File: config.mk
export PLATFORM = sky130hd
export DESIGN_NAME = lane_queue
export DESIGN_NICKNAME = d
export VERILOG_FILES = /design/src/rtl/traffic_queue_model_pkg.sv /design/src/rtl/traffic_queue_model_lane_queue.sv
export SDC_FILE = /design/constraint.sdc
export NUM_CORES = 1
export LEC_CHECK = 0
export ABC_AREA = 1
export BUFFER_PORTS_ARGS = -buffer_cell sky130_fd_sc_hd__clkbuf_2
export CAP_MARGIN = 20
export CORE_MARGIN = 2
export CORE_UTILIZATION = 35
export CTS_CLUSTER_SIZE = 16
export DETAILED_ROUTE_END_ITERATION = 8
export SLEW_MARGIN = 20
export SYNTH_ARGS = -nofsm -noshare
export SYNTH_HDL_FRONTEND = slang
export SYNTH_SLANG_ARGS = --single-unit
File: constraint.sdc
create_clock -name clk -period 3.28 [get_ports clk]
set_clock_uncertainty 0.05 [all_clocks]
set_input_delay 0.492 -clock clk [delete_from_list [all_inputs] [get_ports clk]]
set_output_delay 0.492 -clock clk [all_outputs]
set_load 0.01 [all_outputs]
File: src/rtl/traffic_queue_model_pkg.sv
// Shared lane indices, count types, emergency FSM states and the helpers that map
// lanes between index order (S1..W2) and the packed lanes-bus byte order.
package traffic_pkg;

  localparam int LANE_W    = 8;
  localparam int NUM_LANES = 8;
  localparam int BUS_W     = LANE_W * NUM_LANES;

  localparam int LANE_S1 = 0;
  localparam int LANE_S2 = 1;
  localparam int LANE_E1 = 2;
  localparam int LANE_E2 = 3;
  localparam int LANE_N1 = 4;
  localparam int LANE_N2 = 5;
  localparam int LANE_W1 = 6;
  localparam int LANE_W2 = 7;

  typedef logic [LANE_W-1:0] count_t;
  typedef count_t [NUM_LANES-1:0] lane_arr_t;

  typedef enum logic [1:0] {
    IDLE,
    ACTIVE,
    DONE
  } emg_state_e;

  // Byte slot on the bus for a lane index; the bus reads {W1,W2,S1,S2,E1,E2,N1,N2}.
  function automatic int lane_slot(input int idx);
    case (idx)
      LANE_S1: return 5;
      LANE_S2: return 4;
      LANE_E1: return 3;
      LANE_E2: return 2;
      LANE_N1: return 1;
      LANE_N2: return 0;
      LANE_W1: return 7;
      LANE_W2: return 6;
      default: return 0;
    endcase
  endfunction

  function automatic logic [BUS_W-1:0] pack_lanes(input lane_arr_t counts);
    logic [BUS_W-1:0] bus;
    bus = '0;
    for (int i = 0; i < NUM_LANES; i++) begin
      bus[lane_slot(i)*LANE_W +: LANE_W] = counts[i];
    end
    return bus;
  endfunction

  function automatic lane_arr_t unpack_lanes(input logic [BUS_W-1:0] bus);
    lane_arr_t counts;
    for (int i = 0; i < NUM_LANES; i++) begin
      counts[i] = bus[lane_slot(i)*LANE_W +: LANE_W];
    end
    return counts;
  endfunction

endpackage

File: src/rtl/traffic_queue_model_lane_queue.sv
// One lane's car counter: saturating arrivals, departures every DEPART_DIV green
// cycles while cars are waiting, and a preset that overrides both.
module lane_queue
  import traffic_pkg::*;
#(
  parameter int DEPART_DIV = 4
) (
  input  logic   clk,
  input  logic   rst,
  input  logic   i_arrive,
  input  logic   i_green,
  input  logic   i_load_en,
  input  count_t i_load_data,
  output count_t o_count
);

  localparam int DIV_W = (DEPART_DIV > 1) ? $clog2(DEPART_DIV) : 1;
  localparam logic [DIV_W-1:0] DIV_LAST = DIV_W'(DEPART_DIV - 1);

  count_t           r_count;
  logic [DIV_W-1:0] r_div;
  count_t           w_count_nxt;
  logic [DIV_W-1:0] w_div_nxt;
  logic             w_draining;
  logic             w_depart;

  assign w_draining = i_green && (r_count != '0);
  assign w_depart   = w_draining && (r_div == DIV_LAST);

  always_comb begin
    // NOTE: defaults first so every path assigns the outputs and no latch is inferred.
    w_count_nxt = r_count;
    w_div_nxt   = '0;
    if (i_arrive && !w_depart) begin
      if (r_count != '1) w_count_nxt = r_count + 1'b1;
    end else if (!i_arrive && w_depart) begin
      w_count_nxt = r_count - 1'b1;
    end
    if (w_draining && !w_depart) w_div_nxt = r_div + 1'b1;
  end

  // NOTE: state updates use non-blocking assignments so all flops sample together.
  always_ff @(posedge clk) begin
    if (rst) begin
      r_count <= '0;
      r_div   <= '0;
    end else if (i_load_en) begin
      r_count <= i_load_data;
      r_div   <= '0;
    end else begin
      r_count <= w_count_nxt;
      r_div   <= w_div_nxt;
    end
  end

  assign o_count = r_count;

endmodule

==> metrics.cfg <==
[final_layout]
regArea_um2 = 200
fin_nets = 174
multi_input_area_um2 = 569
design_area_um2 = 1010
n_antenna_cell = 0
nFillCells = 262
drive_gt1_frac = 0.205
area_delta_synth_final_pct = 18.4

[cts]
cts_tree = done
cts_hold_buf = 0
cts_buffers = 3
cts-resized-gates = 0
clk_pin_slew_ns = 0.08
cts_setup_buffers = 0
root_buffer = clkbuf_4
cts.sinks = 10
clk_path_buf_depth = 2
clk_latency_ns = 0.28
htreeDepth = 1

[global_routing]
grtUsageTotal = 0.171
grt_pass1_wl_um = 3420
grt_pass1_vias = 768
grt_max_degree = 16
antenna_found_initial = 0
grt-ovfl-total = 0

[power_and_ir_drop]
switching_share = 0.367
internal_power_mw = 0.259
powerDensity_nw_per_um2 = 405
p_switching_mw = 0.150
combinationalPowerShare = 0.345
p_leak_nw = 0.525
clkPwrFrac = 0.288
vdd_drop_max_mv = 0.164
fin_total_pwr_mw = 0.409
pwr-share-seq = 0.367

[sta]
final_hold_viol_count = 0
maxSlewViolCount = 0
tns_ns = 0
slew_headroom = 0.778
setup-violations-final = 0
fmax_mhz = 438
fin_crit_sh = 0.697
tightest_slew_ns = 0.332
fin_crit_ns = 2.29
rsz0062_at_grt = false

[logic_synthesis]
synth_largest_area_cell = dfxtp_1
synthTopCellsByArea = dfxtp_1 (23%), nand2_1 (13%), ha_1 (12%), nand3_1 (6.5%), inv_1 (6.2%)
yosys_warnings = 0
ys_types = 26
seq_area_frac_synth = 0.235
synth_nets = 151
syn_avg_cell_area_um2 = 6.61
yosysTopAreaCellShare = 0.235
syn-instance-count = 129
synth_area_um2 = 852
ys_seq_elements = 10

[die]
die_y_um = 53.3
ioPinCount = 21
die_w_um = 53.3
die-area_um2 = 2850
core_um2 = 2250
rows = 17
initial_utilization = 0.378

[setup_path]
path_common_cell = nand2_1
crit_type = flip-flop to flip-flop
path_max_fanout = 11
cp_slowest_stage_delay_ns = 0.39
cp_top_family = simple AND/OR/NAND/NOR gates
critPathSlowestCell = dfxtp_1
end_kind = flip-flop
worstPathArrival_ns = 2.42
worstPathCellList = inv_1 -> nand2_1 -> nor2_1 -> nand2_2 -> nand3_4 -> nand2_4 -> ha_1 -> inv_1 -> o21bai_1 -> nand2_1 -> nand3_1 -> or2_2 -> nand3_1 -> nand2_1 -> nand2_1 -> a21oi_1
cp_num_buf_inv = 2
worstSetupStartpointType = flip-flop
required_ns = 3.41

[hold_path]
hold_class = flip-flop to flip-flop

[drt]
drt-vias-per-instance = 4.94
routed_wl_um = 2070
drt-initial-drc-count = 16
vias = 884
ant_nets = 0
drc = 0
wl_per_cell_um = 11.6
dr.pass1.iters = 4

[place]
hpwl_um = 1660
place_area_um2 = 972
gp_congestion = 0.890
portBuffers = 20

[run]
maxCapViolCount = 0

[run_status]
status = complete, no violations

==> per-stage QoR <==
step           hold WS (ns)  setup WS (ns)   util  instances
4_1_cts               0.377           1.01  0.447        179
6_report              0.377          0.995  0.447        179
3_5_place_dp          0.365           1.01  0.431        175
3_3_place_gp          0.358           1.04  0.431        175
2_1_floorplan         0.348           1.20      -        129
5_1_grt               0.389          0.786  0.447        179
==> metal layers <==
| layer | vias to the layer above | track usage | part of all wire |
|---|---|---|---|
| met5 | - | 0 | 0 |
| met4 | 0 | 0.0641 | 0.0058 |
| met3 | 2 | 0.0508 | 0.044 |
| met2 | 19 | 0.253 | 0.46 |
| met1 | 397 | 0.230 | 0.49 |
| li1 | 466 | - | - |
==> sequential cells by signal (all words and copies together), names as in the netlist <==
signal	cells
o_count	8
r_div	2
==> cell usage in the layout (no fill, tap or decap) <==
cell type   n
xnor2_1     1
clkbuf_8    1
inv_1      14
a21oi_1    10
nand3_1    11
nor2_1     13
clkinv_1    2
nor3_1      1
a31oi_1     1
clkbuf_2   20
nor2_4      1
nand2_4     1
o21ai_0     6
o21bai_1    1
o21ai_1     4
nand4_1     3
or2_2       1
inv_2       2
nand3_4     1
clkbuf_4    3
fa_1        1
nand2_1    30
xor2_1      3
nand2_2     1
a21o_1      1
ha_1        8
dfxtp_1    10
==> power groups by stage <==
stage / clock network (mW) / logic [mW] / registers [mW]
2_1_floorplan: 0 / 0.0991 / 0.153
5_1_grt: 0.128 / 0.161 / 0.152
6_report: 0.118 / 0.141 / 0.150
4_1_cts: 0.121 / 0.142 / 0.150
3_3_place_gp: 0 / 0.140 / 0.152
3_5_place_dp: 0 / 0.141 / 0.153
==> cells by family after synthesis <==
group	Yosys count	synth area share
compound gates	23	0.142
xor+xnor	4	0.0411
fa+ha+maj	9	0.141
buf+inv	20	0.0969
flops	10	0.235
simple gates	63	0.344
==> final cells by class <==
class,instances,area share
sequential,10,0.199
timing repair buffer,20,0.0993
clock buffer,4,0.0360
tap,28,0.0347
multi-input combinational,99,0.565
inverter,18,0.0670
==> path summary, 6_finish.rpt <==
kind	from	endpoint	slack, ns	cells past startpoint
max reg2reg	o_count[5]$_SDFFE_PP0P_	o_count[6]$_SDFFE_PP0P_	0.99	16
max	o_count[5]$_SDFFE_PP0P_	o_count[6]$_SDFFE_PP0P_	0.99	16
min reg2reg	r_div[0]$_SDFF_PP0_	r_div[0]$_SDFF_PP0_	0.38	1
min	r_div[0]$_SDFF_PP0_	r_div[0]$_SDFF_PP0_	0.38	1
==> synth_stat cells <==
library cell,number
a21oi_1,10
xor2_1,3
or2_2,1
inv_1,14
buf_6,1
ha_1,8
nor3_1,1
fa_1,1
xnor2_1,1
a21o_1,1
nand4_1,3
clkinv_1,2
nor2_1,13
inv_2,2
nand2_1,30
a31oi_1,1
nand2_2,1
o21ai_0,6
nand2_4,1
nand3_1,11
nor2_4,1
dfxtp_1,10
clkbuf_1,1
o21bai_1,1
nand3_4,1
o21ai_1,4
(Power assumes the default switching activity.)
